==> src/rtl/cmp_pkg.sv <==
// cmp_pkg
//   Shared definitions for the max/min tracker slice: default widths, the
//   frame FSM state encoding and the default saturating count limit.
//   No ports.
package cmp_pkg;

    localparam int DATA_W_DEF = 32;
    localparam int CNT_W_DEF  = 16;

    // All-ones count for the default counter width.
    localparam logic [CNT_W_DEF-1:0] CNT_MAX = {CNT_W_DEF{1'b1}};

    typedef enum logic [1:0] {
        IDLE  = 2'd0,
        ACCUM = 2'd1,
        DONE  = 2'd2
    } state_t;

endpackage

==> src/rtl/cmp_track_slot.sv <==
// cmp_track_slot
//   Holds one tracked extreme (value + index of first occurrence).
//   Priority: clear > seed > take. Exposes the next-state values so the
//   parent can capture a frame result that includes the final sample.
// Ports:
//   clk, rst        clock, synchronous active-high reset
//   clear           drop the tracked value (end of frame)
//   seed            first sample of a frame: load value, index 0
//   take            replace with value/index (strict comparator win)
//   value, index    candidate sample and its position
//   val_q, idx_q    registered tracked value and index
//   val_next        next-state value (combinational)
//   idx_next        next-state index (combinational)
import cmp_pkg::*;

module cmp_track_slot #(
    parameter int DATA_W = DATA_W_DEF,
    parameter int CNT_W  = CNT_W_DEF
) (
    input  logic              clk,
    input  logic              rst,
    input  logic              clear,
    input  logic              seed,
    input  logic              take,
    input  logic [DATA_W-1:0] value,
    input  logic [CNT_W-1:0]  index,
    output logic [DATA_W-1:0] val_q,
    output logic [CNT_W-1:0]  idx_q,
    output logic [DATA_W-1:0] val_next,
    output logic [CNT_W-1:0]  idx_next
);

    logic [DATA_W-1:0] val_reg;
    logic [CNT_W-1:0]  idx_reg;

    always_comb begin
        val_next = val_reg;
        idx_next = idx_reg;
        if (clear) begin
            val_next = '0;
            idx_next = '0;
        end else if (seed) begin
            val_next = value;
            idx_next = '0;
        end else if (take) begin
            val_next = value;
            idx_next = index;
        end
    end

    always_ff @(posedge clk) begin
        if (rst) begin
            val_reg <= '0;
            idx_reg <= '0;
        end else begin
            val_reg <= val_next;
            idx_reg <= idx_next;
        end
    end

    assign val_q = val_reg;
    assign idx_q = idx_reg;

endmodule

==> src/rtl/cmp_max_tracker.sv <==
// cmp_max_tracker
//   Streams a frame of unsigned samples in over a valid/ready handshake and
//   reports the frame maximum, the index of its first occurrence and the
//   (saturating) sample count over an output handshake. The greater-than
//   decision comes from an external comparator driven by this block
//   (cmp_a = in_data, cmp_b = current max) and is used in the same cycle.
//   Optional minimum tracking is built when CMP_MAX_TRACKER_MIN_EN is defined.
// Ports:
//   clk, rst                     clock, synchronous active-high reset
//   in_valid/in_ready            input handshake
//   in_data, in_last             sample and end-of-frame marker
//   cmp_a, cmp_b, cmp_gt         external comparator (cmp_a > cmp_b)
//   out_valid/out_ready          result handshake
//   out_max, out_idx             frame maximum and its first index
//   out_count, out_sat           sample count (saturating) and sticky flag
//   [MIN_EN] cmp2_a, cmp2_b, cmp2_gt   second comparator (min_q > in_data)
//   [MIN_EN] out_min, out_min_idx      frame minimum and its first index
import cmp_pkg::*;

module cmp_max_tracker #(
    parameter int DATA_W = DATA_W_DEF,
    parameter int CNT_W  = CNT_W_DEF
) (
    input  logic              clk,
    input  logic              rst,
    input  logic              in_valid,
    output logic              in_ready,
    input  logic [DATA_W-1:0] in_data,
    input  logic              in_last,
    output logic [DATA_W-1:0] cmp_a,
    output logic [DATA_W-1:0] cmp_b,
    input  logic              cmp_gt,
`ifdef CMP_MAX_TRACKER_MIN_EN
    output logic [DATA_W-1:0] cmp2_a,
    output logic [DATA_W-1:0] cmp2_b,
    input  logic              cmp2_gt,
    output logic [DATA_W-1:0] out_min,
    output logic [CNT_W-1:0]  out_min_idx,
`endif
    output logic              out_valid,
    input  logic              out_ready,
    output logic [DATA_W-1:0] out_max,
    output logic [CNT_W-1:0]  out_idx,
    output logic [CNT_W-1:0]  out_count,
    output logic              out_sat
);

    // Saturation limit for this instance's counter width.
    localparam logic [CNT_W-1:0] CNT_ALL = {CNT_W{1'b1}};

    state_t            state_reg;
    logic              in_ready_reg;
    logic              out_valid_reg;
    logic [DATA_W-1:0] out_max_reg;
    logic [CNT_W-1:0]  out_idx_reg;
    logic [CNT_W-1:0]  out_count_reg;
    logic              out_sat_reg;
    logic [CNT_W-1:0]  cnt_reg, cnt_next;
    logic              sat_reg, sat_next;

    logic              accept;
    logic              seed;
    logic              in_accum;
    logic              clear;
    logic              frame_end;

    logic [DATA_W-1:0] max_q, max_next;
    logic [CNT_W-1:0]  idx_q, idx_next;

    assign accept    = in_valid & in_ready_reg;
    assign seed      = accept & (state_reg == IDLE);
    assign in_accum  = accept & (state_reg == ACCUM);
    assign clear     = out_valid_reg & out_ready & (state_reg == DONE);
    assign frame_end = accept & in_last;

    // cmp_gt is only meaningful while a sample is being accepted in ACCUM.
    cmp_track_slot #(.DATA_W(DATA_W), .CNT_W(CNT_W)) u_max (
        .clk      (clk),
        .rst      (rst),
        .clear    (clear),
        .seed     (seed),
        .take     (in_accum & cmp_gt),
        .value    (in_data),
        .index    (cnt_reg),
        .val_q    (max_q),
        .idx_q    (idx_q),
        .val_next (max_next),
        .idx_next (idx_next)
    );

    assign cmp_a = in_data;
    assign cmp_b = max_q;

`ifdef CMP_MAX_TRACKER_MIN_EN
    logic [DATA_W-1:0] min_q, min_next;
    logic [CNT_W-1:0]  min_idx_q, min_idx_next;
    logic [DATA_W-1:0] out_min_reg;
    logic [CNT_W-1:0]  out_min_idx_reg;

    cmp_track_slot #(.DATA_W(DATA_W), .CNT_W(CNT_W)) u_min (
        .clk      (clk),
        .rst      (rst),
        .clear    (clear),
        .seed     (seed),
        .take     (in_accum & cmp2_gt),
        .value    (in_data),
        .index    (cnt_reg),
        .val_q    (min_q),
        .idx_q    (min_idx_q),
        .val_next (min_next),
        .idx_next (min_idx_next)
    );

    assign cmp2_a      = min_q;
    assign cmp2_b      = in_data;
    assign out_min     = out_min_reg;
    assign out_min_idx = out_min_idx_reg;
`endif

    // Count and sticky saturation flag. Index capture uses cnt_reg, which
    // is already the saturated value once the counter has topped out.
    always_comb begin
        cnt_next = cnt_reg;
        sat_next = sat_reg;
        if (clear) begin
            cnt_next = '0;
            sat_next = 1'b0;
        end else if (seed) begin
            cnt_next = {{(CNT_W-1){1'b0}}, 1'b1};
            sat_next = 1'b0;
        end else if (in_accum) begin
            if (cnt_reg == CNT_ALL) begin
                sat_next = 1'b1;
            end else begin
                cnt_next = cnt_reg + 1'b1;
            end
        end
    end

    always_ff @(posedge clk) begin
        if (rst) begin
            state_reg     <= IDLE;
            in_ready_reg  <= 1'b1;
            out_valid_reg <= 1'b0;
            out_max_reg   <= '0;
            out_idx_reg   <= '0;
            out_count_reg <= '0;
            out_sat_reg   <= 1'b0;
            cnt_reg       <= '0;
            sat_reg       <= 1'b0;
`ifdef CMP_MAX_TRACKER_MIN_EN
            out_min_reg     <= '0;
            out_min_idx_reg <= '0;
`endif
        end else begin
            cnt_reg <= cnt_next;
            sat_reg <= sat_next;
            case (state_reg)
                IDLE: begin
                    if (accept) state_reg <= in_last ? DONE : ACCUM;
                end
                ACCUM: begin
                    if (frame_end) state_reg <= DONE;
                end
                DONE: begin
                    if (out_ready) begin
                        state_reg     <= IDLE;
                        out_valid_reg <= 1'b0;
                        in_ready_reg  <= 1'b1;
                    end
                end
                default: begin
                    state_reg     <= IDLE;
                    out_valid_reg <= 1'b0;
                    in_ready_reg  <= 1'b1;
                end
            endcase
            // Results are captured from the next-state values so the final
            // sample's update is included on the DONE entry edge.
            if (frame_end) begin
                out_valid_reg <= 1'b1;
                in_ready_reg  <= 1'b0;
                out_max_reg   <= max_next;
                out_idx_reg   <= idx_next;
                out_count_reg <= cnt_next;
                out_sat_reg   <= sat_next;
`ifdef CMP_MAX_TRACKER_MIN_EN
                out_min_reg     <= min_next;
                out_min_idx_reg <= min_idx_next;
`endif
            end
        end
    end

    assign in_ready  = in_ready_reg;
    assign out_valid = out_valid_reg;
    assign out_max   = out_max_reg;
    assign out_idx   = out_idx_reg;
    assign out_count = out_count_reg;
    assign out_sat   = out_sat_reg;

endmodule
==> config.mk <==
export PLATFORM = sky130hd
export DESIGN_NAME = cmp_max_tracker
export DESIGN_NICKNAME = d
export VERILOG_FILES = /design/src/rtl/cmp_pkg.sv /design/src/rtl/cmp_track_slot.sv /design/src/rtl/cmp_max_tracker.sv
export SDC_FILE = /design/constraint.sdc
export NUM_CORES = 1
export LEC_CHECK = 0
export ABC_CLOCK_PERIOD_IN_PS = 2870
export CAP_MARGIN = 5
export CORE_MARGIN = 5
export CORE_UTILIZATION = 49
export CTS_BUF_LIST = sky130_fd_sc_hd__clkbuf_4
export CTS_CLUSTER_DIAMETER = 30
export DETAILED_ROUTE_END_ITERATION = 16
export GPL_ROUTABILITY_DRIVEN = 0
export MAX_ROUTING_LAYER = met4
export PLACE_DENSITY = 0.9
export SYNTH_ARGS = -nofsm -noshare
export SYNTH_HDL_FRONTEND = slang
export SYNTH_HIERARCHICAL = 1
export SYNTH_SLANG_ARGS = --single-unit
==> constraint.sdc <==
create_clock -name clk -period 2.87 [get_ports clk]
set_clock_uncertainty 0.2 [all_clocks]
set_input_delay 0.287 -clock clk [delete_from_list [all_inputs] [get_ports clk]]
set_output_delay 0.287 -clock clk [all_outputs]
set_load 0.005 [all_outputs]
==> out/metrics.yaml, run 1 <==
clocking:
  clk_path_buf_depth: 2
  cts_sinks: 134
  path_clk_slew_ns: 0.11
  cts_tree: "done"
  h-tree-depth: 4
  cts_resized: 0
  numCtsBuffers: 17
  insertion_delay_ns: 0.54
  cts_root_buf: "clkbuf_4"
logic_synthesis:
  synthArstFlopShare: 0
  synth_top_area_cell: "dfxtp_1"
  syn_inst: 683
  ys_seq_area_frac: 0.468
  synth_flop_cell: "dfxtp_1"
  synth.avg_cell_area_sq_um: 8.39
  synth_area_leaders: "dfxtp_1 47%, a21oi_1 10%, nand2_1 7.9%"
  synth_edf_count: 0
  yosysUniqueCellTypes: 49
  synth-seq-cells: 134
  synth_fp_nets: 722
  synth.top_cell.area_share: 0.468
  synth_area_sq_mm: 0.00573
  ys_warn_count: 6
drt:
  wl_um: 15800
  drtIter0Drc: 556
  routed_via_density: 5.46
  drc: 0
  dr.pass1.iters: 5
  dr_total_vias: 5206
  ant_nets: 0
  wl_per_cell_um: 16.6
setup_path:
  cp-start-kind: "flop"
  cp.arrival_ns: 2.62
  worstPathRequired_ns: 3.09
  path_class: "flop to flop"
  r2r_cells: 6
  path_max_fanout: 9
  rrSetupSlack_ns: 0.47
  timing.rr.end: "out_count[9]"
  critPathCaptureType: "flop"
  r2r_start: "cnt_reg[1]"
pwr:
  power_switching_share: 0.264
  cell_internal_pwr_mw: 2.61
  cellPowerDensity_mw_per_mm2: 477
  share_seq_of_total_power: 0.552
  pwr-share-clk: 0.294
  p_comb_frac: 0.154
  ir_worst_vdd_mv: 0.293
  p_sw_mw: 0.933
  leakage_nw: 2.57
floorplan:
  ios: 169
  fp.dieW_um: 118
  die_y_um: 118
  core_area_sq_mm: 0.0114
  start_util: 0.502
  rows: 39
  die-area_sq_mm: 0.0140
grt:
  antenna_found_initial: 0
  grt_pass1_wl_um: 25500
  grt_pass1_vias: 4943
  gr-total-overflow: 0
  grt_start_max_net_pins: 69
  grtUsageTotal: 0.232
run_status:
  outcome: "finished, final reports clean"
timing:
  period_share: 0.836
  slew_headroom: 0.318
  slew_violations: 0
  worst_slew_pin_slew_ns: 1.02
  finalSetupViolations: 0
  finalCriticalPeriod_ns: 2.40
  rsz0062_at_grt: "false"
  max_freq_ghz: 0.417
  final-hold-violation-count: 0
  setup_tns_ns: 0
final_layout:
  multi_input_area_sq_mm: 0.00254
  layout-drive-gt1-share: 0.0678
  num_antenna_cells: 0
  final_util: 0.650
  fillers: 950
  synthToLayoutAreaGrowth_pct: 29.6
  final_nets: 841
  regArea_sq_mm: 0.00268
worst_hold_path:
  worstHoldStart: "in_data[28]"
  whs_endpoint: "u_max/val_q[28]"
  hold_class: "input pin to flop"
  worstHoldPathCells: 3
placement:
  port-buffer-count: 168
  dp_hpwl_um: 11000
job:
  drv_cap: 0
==> per-layer routing <==
metal	GRT usage	vias up	part of all wire
li1	-	2556	-
met5	-	-	0
met2	0.386	193	0.50
met1	0.263	2432	0.41
met3	0.0692	25	0.071
met4	0.0875	0	0.017
==> metrics by stage <==
step,hold slack [ns],instances,instance area [sq um],total power [mW],worst slack (ns)
finish,0.188,954,7430,3.54,0.470
global route,0.156,954,7430,3.72,0.328
CTS,0.141,954,7430,3.57,0.489
detailed placement,0.235,925,7210,2.54,0.396
global placement,0.232,925,7210,2.53,0.456
floorplan,0.220,683,5730,2.29,0.854
==> placed cells by master (no fill, tap or decap), drive strengths merged, types with 2 or more instances in the layout <==
| master | instances |
|---|---|
| and4 | 2 |
| or3b | 32 |
| inv | 3 |
| nand4 | 7 |
| xnor2 | 5 |
| dfxtp | 134 |
| clkdlybuf4s50 | 167 |
| a31o | 3 |
| xor2 | 4 |
| nor2 | 60 |
| nand2 | 120 |
| a21o | 2 |
| o21ai | 49 |
| nand3b | 2 |
| nor3 | 6 |
| nor4 | 4 |
| o211ai | 2 |
| a31oi | 2 |
| or3 | 4 |
| clkbuf | 19 |
| clkinv | 8 |
| a21oi | 119 |
| buf | 14 |
| and3 | 3 |
| or2 | 3 |
| nand3 | 7 |
| mux2i | 18 |
==> what timing repair did <==
| item | 4_1_cts | 5_1_grt |
|---|---|---|
| hold endpoints to repair | 9 | 0 |
| setup buffers | 0 | 0 |
| hold buffers | 1 | 0 |
==> area by class of cell <==
cell class | count | share of cell area
timing repair buffer | 182 | 0.244
tap | 143 | 0.0241
clock buffer | 19 | 0.0192
sequential | 134 | 0.361
multi-input combinational | 464 | 0.342
clock inverter | 9 | 0.00876
inverter | 3 | 0.00152
==> critical path, cell delays in order (launching register included) <==
cell	delay, ns
dfxtp_1	0.45
ha_1	0.25
nand3_1	0.21
nor4_4	0.57
nand3b_1	0.24
xor2_1	0.24
o21ai_0	0.11
==> power by group through the flow <==
| stage | combinational, mW | clock (mW) | sequential (mW) |
|---|---|---|---|
| final | 0.545 | 1.04 | 1.95 |
| after global routing | 0.590 | 1.16 | 1.96 |
| after CTS | 0.547 | 1.07 | 1.95 |
| after detailed placement | 0.545 | 0 | 2.00 |
| after global placement | 0.534 | 0 | 2.00 |
| after floorplan | 0.294 | 0 | 2.00 |
==> cell usage after synthesis (all sizes together) (4+ instances only) <==
| master | count |
|---|---|
| nand4 | 7 |
| or3b | 32 |
| buf | 54 |
| clkbuf | 25 |
| nand3 | 7 |
| a21oi | 119 |
| xnor2 | 5 |
| dfxtp | 134 |
| nor3 | 6 |
| o21ai | 49 |
| mux2i | 18 |
| or3 | 4 |
| nor4 | 4 |
| nand2 | 120 |
| xor2 | 4 |
| nor2 | 60 |
==> cells by family after synthesis <==
logic type,after synthesis,share of synthesized area
AND/OR/NAND/NOR,256,0.227
AO/OA/AOI/OAI,180,0.164
flip-flops,134,0.468
buffers and inverters,85,0.0930
multiplexers,18,0.0314
XOR/XNOR,9,0.0138
adder cells (fa/ha/maj),1,0.00218
==> how the worst max path moves through the flow <==
stage	start	endpoint	slack, ns	depth (start not counted)
after floorplan	state_reg[0]	out_idx[4]	0.85	10
after global placement	in_valid	out_count[0]	0.46	4
after detailed placement	in_valid	out_max[1]	0.40	8
after CTS	cnt_reg[1]	out_count[0]	0.49	6
after global routing	cnt_reg[1]	out_count[9]	0.33	6
final	cnt_reg[1]	out_count[9]	0.47	6
Note: power is estimated with default switching activity, not from simulation.
==> inputs of run 2 (changes only) <==
ABC_CLOCK_PERIOD_IN_PS = 2100   (was 2870)
CORE_UTILIZATION = 44   (was 49)
PLACE_DENSITY = 0.86   (was 0.9)
clock period = 2.1 ns   (was 2.87 ns; I/O delays follow)
==> out/metrics.yaml, run 2 (same netlist as run 1, synthesis figures left out) <==
final_layout:
  layout-drive-gt1-share: 0.129  # +0.0614
  final_common_cell: "clkdlybuf4s50_1"
  num_antenna_cells: 0  # unchanged
  final_nets: 885  # +5.2%
  final_area_sq_mm: 0.00800  # +7.8%
  layout_common_cells: "167 x clkdlybuf4s50_1, 131 x dfxtp_1, 120 x nand2_1"
  synthToLayoutAreaGrowth_pct: 39.6
  instances_no_fill: 1031  # +8.1%
clocking:
  cts_sinks: 134  # unchanged
  insertion_delay_ns: 0.53  # about the same
  clk_path_buf_depth: 2  # unchanged
  h-tree-depth: 4  # unchanged
  cts_root_buf: "clkbuf_4"
  numCtsBuffers: 17  # unchanged
  cts_tree: "done"
  path_clk_slew_ns: 0.11  # about the same
pwr:
  power_switching_share: 0.249  # -0.0140
  cell_internal_pwr_mw: 4.10  # +57%
  ir_worst_vdd_mv: 0.809  # +180%
  share_seq_of_total_power: 0.488  # -0.064
  cellPowerDensity_mw_per_mm2: 683  # +43%
  p_comb_frac: 0.149  # -0.005
  p_sw_mw: 1.36  # +46%
  pwr-share-clk: 0.362  # +0.068
  leakage_nw: 2.86  # +11%
placement:
  dpl.cell_count: 997  # +7.8%
  place_worst_setup_slack_ns: -0.242  # -0.639 ns
  dp_hpwl_um: 11700  # +6.2%
  place_area_sq_mm: 0.00763  # +5.8%
  port-buffer-count: 168  # unchanged
setup_path:
  path_max_fanout: 39  # +30
  path_class: "flop to flop"
  timing.rr.end: "out_max[12]"
  r2r_start: "state_reg[1]"
  cp-start-kind: "flop"
  cp.arrival_ns: 2.25  # -0.37 ns
  critPathCaptureType: "flop"
  r2r_cells: 7  # +1
  startpoint: "state_reg[1]"
  rrSetupSlack_ns: 0.1  # -0.37 ns
  worstPathRequired_ns: 2.35  # -0.74 ns
grt:
  grt_start_max_net_pins: 59  # -14%
  gr-total-overflow: 0  # unchanged
  grt_pass1_vias: 5159  # +4.4%
  grt_pass1_wl_um: 25800  # +0.92%
  antenna_found_initial: 0  # unchanged
  grtUsageTotal: 0.219  # -0.0131
drt:
  dr.pass1.iters: 5  # unchanged
  wl_um: 16600  # +4.9%
  routed_via_density: 5.29  # -3.1%
  drc: 0  # unchanged
  dr_total_vias: 5450  # +4.7%
  drtIter0Drc: 570  # +2.5%
  ant_nets: 0  # unchanged
  wl_per_cell_um: 16.1  # -2.9%
timing:
  fin_hold_ws_ns: 0.125  # -0.0631 ns
  worst_slew_pin_slew_ns: 0.622  # -0.398 ns
  setup_tns_ns: 0  # unchanged
  setup_ws_ns: 0.0997  # -0.370 ns
  rsz0062_at_grt: "false"
  slew_headroom: 0.585  # +0.267
  slew_violations: 0  # unchanged
  finalSetupViolations: 0  # unchanged
  period_share: 0.953  # +0.116
  finalCriticalPeriod_ns: 2.00  # -0.400 ns
  max_freq_ghz: 0.500  # +20%
  final-hold-violation-count: 0  # unchanged
floorplan:
  start_util: 0.452  # -0.0496
  rows: 41  # +5.1%
  fp.dieW_um: 124  # +5.1%
  die-area_sq_mm: 0.0154  # +10%
  ios: 169  # unchanged
  die_y_um: 124  # +5.1%
  core_area_sq_mm: 0.0127  # +11%
worst_hold_path:
  whs_endpoint: "u_max/val_q[6]"
  hold_class: "input pin to flop"
  worstHoldPathCells: 3  # unchanged
  worstHoldStart: "in_data[6]"
run_status:
  outcome: "finished, final reports clean"
job:
  drv_cap: 0  # unchanged
## run 2: cell types whose count changed in the layout (fill, tap and decap cells not counted), moves of 2 or more
cell | before | now
dfxtp_2 | 0 | 3
clkinvlp_4 | 0 | 2
clkbuf_4 | 19 | 17
buf_12 | 2 | 7
dfxtp_1 | 134 | 131
bufinv_16 | 1 | 5
buf_4 | 11 | 50
## run 2: timing repair
action,CTS,global route
setup buffers,0,1
hold endpoints to repair,51,0
gates resized for setup,0,7
hold buffers,1,0
endpoints found under the setup margin,0,32
## run 2: stage by stage
| step | total power [mW] | util |
|---|---|---|
| global placement | 3.52 | 0.602 |
| finish | 5.47 | 0.631 |
| detailed placement | 3.54 | 0.602 |
| CTS | 5.51 | 0.630 |
| floorplan | 3.13 | - |
| global route | 5.71 | 0.631 |
## run 2: layout make-up
class                   instances  area [sq um]
inverters                       3          11.3
multi-input cells             464          2550
fillers                      1063          4670
clock inverters                15           209
flip-flops and latches        134          2690
clock buffers                  17           128
well taps                     172           215
repair buffers                226          2200
## run 2: worst max-delay path by stage
stage          slack [ns]      endpoint
2_1_floorplan        0.08    out_idx[4]
3_3_place_gp        -0.18  out_count[0]
3_5_place_dp        -0.24  out_count[0]
4_1_cts             0.009      in_ready
5_1_grt             0.007  out_count[0]
6_report              0.1   out_max[12]
## run 2: critical path, stage by stage, from the launching register on
cell,delay [ns]
dfxtp_2,0.40
nand4b_4,0.25
nor2_4,0.07
buf_12,0.18
or3b_1,0.43
a21oi_1,0.15
nand2_1,0.08
a21oi_1,0.16
## run 2: power groups by stage
stage	Clock (mW)	Combinational, mW	Sequential, mW
after floorplan	0	0.401	2.73
after global placement	0	0.792	2.73
after detailed placement	0	0.810	2.73
after CTS	2.02	0.817	2.67
after global routing	2.15	0.880	2.68
final	1.98	0.816	2.67
## run 2: metal layers
metal / GRT usage / wire, um
met1: 0.249 / 6510
met2: 0.373 / 8270
met3: 0.0672 / 1620
met4: 0.0602 / 229
met5: - / 0
